==> src/rtl/io_dev_pkg.sv <==
// ============================================================================
// Module      : io_dev_pkg
// Description : Shared constants and helpers for the KEY/SW input device.
// Revision    : 1.0
// ============================================================================
`default_nettype none

package io_dev_pkg;

  localparam int DBITS = 32;
  localparam int KEY_W = 4;
  localparam int SW_W  = 10;

  localparam logic [DBITS-1:0] ADDR_KDATA = 32'hF000_0010;
  localparam logic [DBITS-1:0] ADDR_SDATA = 32'hF000_0014;
  localparam logic [DBITS-1:0] ADDR_KCTRL = 32'hF000_0110;
  localparam logic [DBITS-1:0] ADDR_SCTRL = 32'hF000_0114;

  localparam int CTRL_READY_BIT   = 0;
  localparam int CTRL_OVERRUN_BIT = 2;
  localparam int CTRL_IE_BIT      = 8;

  function automatic logic [DBITS-1:0] ctrl_word(input logic ready, input logic ovr,
                                                 input logic ie);
    logic [DBITS-1:0] w;
    w                   = '0;
    w[CTRL_READY_BIT]   = ready;
    w[CTRL_OVERRUN_BIT] = ovr;
    w[CTRL_IE_BIT]      = ie;
    return w;
  endfunction

endpackage

`default_nettype wire

==> src/rtl/io_input_device_if.sv <==
// ============================================================================
// Module      : io_input_device_if
// Description : Data-bus load/store port between address decoder and device.
// Revision    : 1.0
// ============================================================================
`default_nettype none

interface io_input_device_if;
  logic [io_dev_pkg::DBITS-1:0] addr;
  logic                         rdEn;
  logic                         wrtEn;
  logic [io_dev_pkg::DBITS-1:0] dataIn;
  logic [io_dev_pkg::DBITS-1:0] dataOut;

  modport master (output addr, rdEn, wrtEn, dataIn, input dataOut);
  modport slave  (input addr, rdEn, wrtEn, dataIn, output dataOut);
endinterface

`default_nettype wire

==> src/rtl/io_input_device_sw_debouncer.sv <==
// ============================================================================
// Module      : sw_debouncer
// Description : 2-FF synchronizer plus stable-count debouncer for switches.
// Revision    : 1.0
// ============================================================================
`default_nettype none

module sw_debouncer #(
  parameter int WIDTH           = 10,
  parameter int DEBOUNCE_CYCLES = 500000
) (
  input  wire logic             clk,
  input  wire logic             rst_n,
  input  wire logic [WIDTH-1:0] i_sw,
  output logic      [WIDTH-1:0] o_data,
  output logic                  o_loaded
);

  localparam int            CW     = $clog2(DEBOUNCE_CYCLES + 1);
  localparam logic [CW-1:0] C_LAST = CW'(DEBOUNCE_CYCLES - 1);

  logic [WIDTH-1:0] r_s1, r_s2, r_prev, r_data;
  logic [CW-1:0]    r_count;
  logic             w_hold;
  logic             w_load;

  // Count only while the synced value is stable and differs from what is published.
  assign w_hold = (r_s2 == r_prev) && (r_s2 != r_data);
  assign w_load = w_hold && (r_count == C_LAST);

  always_ff @(posedge clk or negedge rst_n) begin
    if (!rst_n) begin
      r_s1    <= '0;
      r_s2    <= '0;
      r_prev  <= '0;
      r_data  <= '0;
      r_count <= '0;
    end else begin
      r_s1   <= i_sw;
      r_s2   <= r_s1;
      r_prev <= r_s2;
      if (!w_hold || w_load) r_count <= '0;
      else                   r_count <= r_count + CW'(1);
      if (w_load) r_data <= r_s2;
    end
  end

  assign o_data   = r_data;
  assign o_loaded = w_load;

endmodule

`default_nettype wire

==> src/rtl/io_input_device.sv <==
// ============================================================================
// Module      : io_input_device
// Description : Memory-mapped KEY/SW responder with sticky ready/overrun.
//               Optional interrupt enable/output under macro IO_INTR_EN.
// Revision    : 1.0
// ============================================================================
`default_nettype none

module io_input_device
  import io_dev_pkg::*;
#(
  parameter int DEBOUNCE_CYCLES = 500000
) (
  input  wire logic             clk,
  input  wire logic             reset_n,
  io_input_device_if.slave      bus,
  input  wire logic [KEY_W-1:0] KEY,
  input  wire logic [SW_W-1:0]  SW,
  output logic                  intr
);

  logic [KEY_W-1:0] r_key_s1, r_key_s2, r_kdata;
  logic [SW_W-1:0]  w_sdata;
  logic             w_sload;
  logic             r_k_ready, r_k_ovr, r_s_ready, r_s_ovr;
  logic             w_k_ie, w_s_ie;
  logic             w_kchg, w_krd, w_srd, w_kwr, w_swr;
  logic             w_unused;

  sw_debouncer #(.WIDTH(SW_W), .DEBOUNCE_CYCLES(DEBOUNCE_CYCLES)) u_sw_debouncer (
    .clk      (clk),
    .rst_n    (reset_n),
    .i_sw     (SW),
    .o_data   (w_sdata),
    .o_loaded (w_sload)
  );

  assign w_kchg   = (r_key_s2 != r_kdata);
  assign w_krd    = bus.rdEn  && (bus.addr == ADDR_KDATA);
  assign w_srd    = bus.rdEn  && (bus.addr == ADDR_SDATA);
  assign w_kwr    = bus.wrtEn && (bus.addr == ADDR_KCTRL);
  assign w_swr    = bus.wrtEn && (bus.addr == ADDR_SCTRL);
  assign w_unused = ^bus.dataIn;

  // Keys are synchronized already inverted so reset (0) means "not pressed".
  always_ff @(posedge clk or negedge reset_n) begin
    if (!reset_n) begin
      r_key_s1  <= '0;
      r_key_s2  <= '0;
      r_kdata   <= '0;
      r_k_ready <= 1'b0;
      r_k_ovr   <= 1'b0;
      r_s_ready <= 1'b0;
      r_s_ovr   <= 1'b0;
    end else begin
      r_key_s1 <= ~KEY;
      r_key_s2 <= r_key_s1;
      r_kdata  <= r_key_s2;

      if (w_kchg)     r_k_ready <= 1'b1;
      else if (w_krd) r_k_ready <= 1'b0;
      // A concurrent read consumed the old value, so no overrun is recorded.
      if (w_kchg && r_k_ready && !w_krd)                     r_k_ovr <= 1'b1;
      else if (w_kwr && !bus.dataIn[CTRL_OVERRUN_BIT])       r_k_ovr <= 1'b0;

      if (w_sload)    r_s_ready <= 1'b1;
      else if (w_srd) r_s_ready <= 1'b0;
      if (w_sload && r_s_ready && !w_srd)                    r_s_ovr <= 1'b1;
      else if (w_swr && !bus.dataIn[CTRL_OVERRUN_BIT])       r_s_ovr <= 1'b0;
    end
  end

`ifdef IO_INTR_EN
  logic r_k_ie, r_s_ie, r_intr;

  always_ff @(posedge clk or negedge reset_n) begin
    if (!reset_n) begin
      r_k_ie <= 1'b0;
      r_s_ie <= 1'b0;
      r_intr <= 1'b0;
    end else begin
      if (w_kwr) r_k_ie <= bus.dataIn[CTRL_IE_BIT];
      if (w_swr) r_s_ie <= bus.dataIn[CTRL_IE_BIT];
      r_intr <= (r_k_ready & r_k_ie) | (r_s_ready & r_s_ie);
    end
  end

  assign w_k_ie = r_k_ie;
  assign w_s_ie = r_s_ie;
  assign intr   = r_intr;
`else
  assign w_k_ie = 1'b0;
  assign w_s_ie = 1'b0;
  assign intr   = 1'b0;
`endif

  always_comb begin
    bus.dataOut = '0;
    case (bus.addr)
      ADDR_KDATA: bus.dataOut = {{(DBITS-KEY_W){1'b0}}, r_kdata};
      ADDR_SDATA: bus.dataOut = {{(DBITS-SW_W){1'b0}}, w_sdata};
      ADDR_KCTRL: bus.dataOut = ctrl_word(r_k_ready, r_k_ovr, w_k_ie);
      ADDR_SCTRL: bus.dataOut = ctrl_word(r_s_ready, r_s_ovr, w_s_ie);
      default:    bus.dataOut = '0;
    endcase
  end

endmodule

`default_nettype wire
==> src/flat_wrapper.sv <==
// flat-port wrapper written by rule: the top's interface ports become plain ports
module io_input_device_flat import io_dev_pkg::*;
#(
  parameter int DEBOUNCE_CYCLES = 500000
)
  (clk, reset_n, KEY, SW, intr, bus_addr, bus_rdEn, bus_wrtEn, bus_dataIn, bus_dataOut);
  io_input_device_if bus_i ();
  input  wire logic clk;
  input  wire logic reset_n;
  input  wire logic [KEY_W-1:0] KEY;
  input  wire logic [SW_W-1:0] SW;
  output logic intr;
  input wire logic [$bits(bus_i.addr)-1:0] bus_addr;
  input wire logic [$bits(bus_i.rdEn)-1:0] bus_rdEn;
  input wire logic [$bits(bus_i.wrtEn)-1:0] bus_wrtEn;
  input wire logic [$bits(bus_i.dataIn)-1:0] bus_dataIn;
  output wire logic [$bits(bus_i.dataOut)-1:0] bus_dataOut;
  assign bus_i.addr = bus_addr;
  assign bus_i.rdEn = bus_rdEn;
  assign bus_i.wrtEn = bus_wrtEn;
  assign bus_i.dataIn = bus_dataIn;
  assign bus_dataOut = bus_i.dataOut;
  io_input_device #(.DEBOUNCE_CYCLES(DEBOUNCE_CYCLES)) u_core (.clk(clk), .reset_n(reset_n), .bus(bus_i), .KEY(KEY), .SW(SW), .intr(intr));
endmodule
==> config.mk <==
export PLATFORM = sky130hd
export DESIGN_NAME = io_input_device_flat
export DESIGN_NICKNAME = d
export VERILOG_FILES = /design/src/rtl/io_dev_pkg.sv /design/src/rtl/io_input_device_if.sv /design/src/rtl/io_input_device_sw_debouncer.sv /design/src/rtl/io_input_device.sv /design/src/flat_wrapper.sv
export SDC_FILE = /design/constraint.sdc
export NUM_CORES = 1
export LEC_CHECK = 0
export ABC_AREA = 1
export BUFFER_PORTS_ARGS = -buffer_cell sky130_fd_sc_hd__buf_2
export CAP_MARGIN = 20
export CORE_MARGIN = 5
export CORE_UTILIZATION = 55
export DETAILED_ROUTE_END_ITERATION = 6
export PLACE_DENSITY = 0.92
export SLEW_MARGIN = 0
export SYNTH_ARGS = -nofsm -noshare
export SYNTH_HDL_FRONTEND = slang
export SYNTH_SLANG_ARGS = --single-unit
==> constraint.sdc <==
create_clock -name clk -period 2.5 [get_ports clk]
set_clock_uncertainty 0.2 [all_clocks]
set_input_delay 0.5 -clock clk [delete_from_list [all_inputs] [get_ports clk]]
set_output_delay 0.5 -clock clk [all_outputs]
set_load 0.005 [all_outputs]
---- After elaboration in Yosys (flattened, before gate mapping) ----
Cells that the tools add are included.
cells by class
  add/subtract/negate cells ............... 1
  reductions and logical operators ........ 21
  bitwise operators ....................... 1
  mux-type cells .......................... 10
  eq/ne operators ......................... 8
operators by type and width
  cell                     number
  $eq A32 B32 Y1 const B   4
  $pmux W10 S4             1
  $add A19 B1 Y19 const B  1
  $eq A19 B19 Y1 const B   1
  $mux W19                 1
  $logic_and A1 B1 Y1      12
  $eq A10 B10 Y1           1
  $ne A10 B10 Y1           1
  $mux W1                  8
  $reduce_bool A2 Y1       4
  $logic_not A1 Y1         4
  $ne A4 B4 Y1             1
  $not A4 Y4               1
  $logic_or A1 B1 Y1       1
storage, ports and cells
  input port bits ......................... 82
  output and inout port bits .............. 33
  bits in registers ....................... 75

---- Depth between registers and ports, before layout ----
  word-level depth ........................ 6
  depth in mapped cells ................... 10
  gate-level depth less buffers ........... 9

---- Modules after synthesis ----
A second synthesis with hierarchy kept.
second synthesis, totals
  cells, all modules ...................... 431
  area total of the unflattened synthesis .. 3,619.7 µm²
by module, submodules not included
  module           cells an instance  instances  area an instance (µm²)
  sw_debouncer     274                1          2,521.2
  io_input_device  157                1          1,098.6

---- Worst setup path after synthesis ----
OpenSTA, ideal clock, no wires.
  path kind ............................... in2out
  start ................................... input bus_addr[1]
  end ..................................... output bus_dataOut[1]
  arrival time ............................ 1.350 ns
  stages on the path ...................... 7
  buffers on the path ..................... 0
  slack ................................... 0.450 ns
  required time ........................... 1.800 ns
  cells stage by stage .................... nor2_1 > inv_1 > nor2_1 > nand2_1 > nor2_1 > nand2_1 > o21ai_0
on the way
  word-level cells in the longest chain between the ends .. 2
  elaborated cells between the ends (all ways) .. 5
RTL lines
  what                RTL line               RTL
  start: declaration  flat_wrapper.sv:13     input wire logic [$bits(bus_i.addr)-1:0] bus_addr;
  $eq A32 B32 Y1      io_input_device.sv:99  case (bus.addr)
  $pmux W10 S4 (*)    io_input_device.sv:99
  end: declaration    flat_wrapper.sv:17     output wire logic [$bits(bus_i.dataOut)-1:0] bus_dataOut;
Every way passes the cells marked *; elsewhere a longest branch is shown, timed or not.

---- Final worst setup path ----
  start ................................... input bus_addr[1]
  end ..................................... output bus_dataOut[8]
The elaborated chain is that of the path after synthesis.

==> impl_results.md <==
- Placed cell area: roughly 3900 um^2
- Sum of overflow across all layers after global routing: 0
- Htree depth: 3
- Reg2Reg Launch Point: u_core.u_sw_debouncer.r_s2[6]
- Clock latency at the later pin of the worst-skew pair: 0.35 ns
- Maximum operating frequency: roughly 420 MHz
- HPWL after DPL: around 5100 um
- Total count of hold-check failures in the final report: 0
- Syn_area_per_cell: 8.66 um^2
- TritonCTS clock tree: built
- Post-Place Worst Slack: roughly 0.1 ns
- Worst Setup SP: bus_addr[1]
- Number of synthesized register bits: 75
- Number of buffers added on ports: 60
- Warnings from Yosys: 0
- CTS clock-pin slew for the worst setup and hold paths: approximately 0.08 ns
- Gr usage total: 18.1%
- Source of the worst hold timing path: SW[8]
- Largest net degree at the start of global routing: 76
- Type of the worst setup path: in2out
- Clock tree sinks: 75
- Mean number of vias per cell: between 5 and 6
- Count of pins on the block boundary: between 100 and 150
- Setup WS post-layout: roughly 0.13 ns
- Mapped Area: between 3000 and 4000 um^2
- First-pass GRT wire length: ~12000 um
- ANT nets after route: 0
- Sequential element share of the synthesized area: a little over half
- Full die area: about 8000 um^2
- Die width: 90.3 um
- Total number of vias: ~2800
- Setup TNS: 0 ns
- Run status: finished clean
- Crit path launch type: input port
- Post-Synthesis Cells: 410
- Static power due to leakage: around 2.0 nW
- Routed length per instance: 12.4 um
- Number of iterations in the first detailed-routing pass: 6
- Library cell used as clock root buffer: clkbuf_8
- Final WL: around 7000 um
- Drc violations: 0
- Layout overhead on the synthesized area: 15.5%
- Most frequent cells in the layout: nand2_1, dfrtp_1, nor2_1, buf_2, inv_1
- Final-report max-slew violation count: 0
- Min Tclk post-route: roughly 2.4 ns
- Maximum Capacitance Violations: 0
- CTS Buf Count: 9
- Proportion of layout cells with a drive suffix above 1: 20.3%
- Data arrival time at the worst-slack endpoint: around 1.7 ns
- Final setup viols: 0
- Cell Pwr Density: between 500 and 600 nW/um^2
- DRC marker count from the first detailed-route iteration: 200
- Effective utilization at floorplan: ~56%
- Count of standard-cell rows: 29
- Path class of the lowest-slack min-delay path: in2reg
- Final clock period utilization by the worst path: 94.9%
- Setup repair after global routing missed its margin: true
- RD Place Congestion: 0.939
- CP Capture Type: output pin
- Antenna Diode Count: 0
- Vias in the first global route: roughly 2800
- Most common cell after layout, fill and taps aside: nand2_1
- CP Data Required Time: ~1.8 ns
- Core box area: around 6300 um^2
- Number of nets in the layout: approximately 570
- Post-layout instance area: just over 4000 um^2
- Synth unique cells: 32
- Clock tree buffer depth: 2
- Worst Path Max Fanout: 5
- Y dimension of the die: between 90 and 100 um
- # resized after CTS: 0
- Worst vdd rail ir drop: 475 uV
- Antenna violations before repair: 0
==> layer usage <==
layer	GRT usage, %	routed length, um	vias to the layer above
li1	-	-	1379
met3	6.67	693	9
met4	8.19	114	0
met1	20.9	2820	1314
met5	0	0	-
met2	30.1	3370	136
==> flip-flops by register name, summed over array words and instances (netlist names), 4 cells and up <==
| name | flops |
|---|---|
| u_core.u_sw_debouncer.r_count | 19 |
| u_core.u_sw_debouncer.r_s1 | 10 |
| u_core.u_sw_debouncer.r_prev | 10 |
| u_core.u_sw_debouncer.r_s2 | 10 |
| u_core.r_key_s1 | 4 |
| u_core.r_key_s2 | 4 |
| u_core.u_sw_debouncer.o_data | 10 |
| u_core.r_kdata | 4 |
==> worst paths after layout <==
path	to	slack, ns	cells after the start
setup reg to reg	u_core.u_sw_debouncer.o_data[5]	0.45	7
hold reg to reg	u_core.u_sw_debouncer.r_s2[7]	0.15	0
max in group asynchronous	u_core.u_sw_debouncer.o_data[5]	1.28	3
hold / removal	u_core.u_sw_debouncer.r_s1[8]	0.05	1
setup / recovery	bus_dataOut[8]	0.13	10
min in group asynchronous	u_core.u_sw_debouncer.r_count[10]	0.51	3
==> metrics by stage <==
step / utilization, % / total power [W] / std cells / hold slack (ns)
floorplan: - / 0.00137 / 432 / 0.00441
global placement: 61.4 / 0.00141 / 547 / 0.133
detailed placement: 61.4 / 0.00142 / 547 / 0.137
CTS: 65.0 / 0.00242 / 564 / 0.0330
global route: 65.0 / 0.00250 / 564 / 0.0314
finish: 65.0 / 0.00240 / 564 / 0.0539
==> report_power, final <==
| part | internal, W | leakage (nW) | switching (W) |
|---|---|---|---|
| Sequential | 0.00125 | 0.935 | 0.0000233 |
| Clock | 0.000564 | 0.106 | 0.000443 |
| Combinational | 0.0000555 | 0.961 | 0.0000699 |
==> what timing repair did <==
action	4_1_cts	5_1_grt
endpoints found under the setup margin	0	4
hold buffers	1	0
endpoints found under the hold margin	75	0
buffers inserted	0	0
==> final cells by class <==
| cell class | instances | area, um^2 |
|---|---|---|
| clock buffers | 10 | 128 |
| clock inverters | 6 | 90.1 |
| fillers | 495 | 2210 |
| inverters | 48 | 180 |
| multi-input cells | 281 | 1360 |
| flip-flops and latches | 75 | 1880 |
| well taps | 77 | 96.3 |
| repair buffers | 67 | 368 |
==> critical path: stages <==
cell,delay [ns]
buf_2,0.09
nor2_1,0.13
inv_1,0.05
nor2_1,0.08
nand2_1,0.07
nor2_1,0.17
nand2_1,0.16
buf_4,0.20
nor2_1,0.10
buf_2,0.12
==> Yosys cell counts <==
library cell | instances | area (um^2)
o21ai_0 | 5 | 25.0
dfrtp_1 | 75 | 1880
nand3b_1 | 1 | 7.51
nor2_4 | 1 | 11.3
clkinv_1 | 1 | 3.75
buf_4 | 24 | 180
xor2_1 | 15 | 131
nand3_4 | 1 | 17.5
nand3_1 | 20 | 100
a21oi_1 | 2 | 10.0
nor3_1 | 2 | 10.0
buf_2 | 2 | 10.0
nor2_2 | 10 | 62.6
o31ai_1 | 1 | 7.51
nand2_1 | 98 | 368
nor3b_1 | 1 | 7.51
xnor2_1 | 7 | 61.3
nor2b_1 | 1 | 6.26
or2_2 | 2 | 12.5
and3b_1 | 1 | 8.76
a31oi_1 | 2 | 12.5
inv_1 | 45 | 169
conb_1 | 1 | 3.75
a21o_1 | 1 | 7.51
nor2_1 | 60 | 225
inv_2 | 2 | 7.51
o211ai_1 | 1 | 7.51
nand3_2 | 2 | 20.0
nand4_1 | 22 | 138
ha_1 | 1 | 12.5
buf_6 | 2 | 22.5
and2_1 | 1 | 6.26
==> cell families after synthesis <==
kind of cell	synth area share, %
fa+ha+maj	0.352
buf+inv	11.1
compound gates	1.97
xor+xnor	5.43
simple gates	28.2
other cells	0.106
flops	52.9
Power figures use the tool's default switching activity.
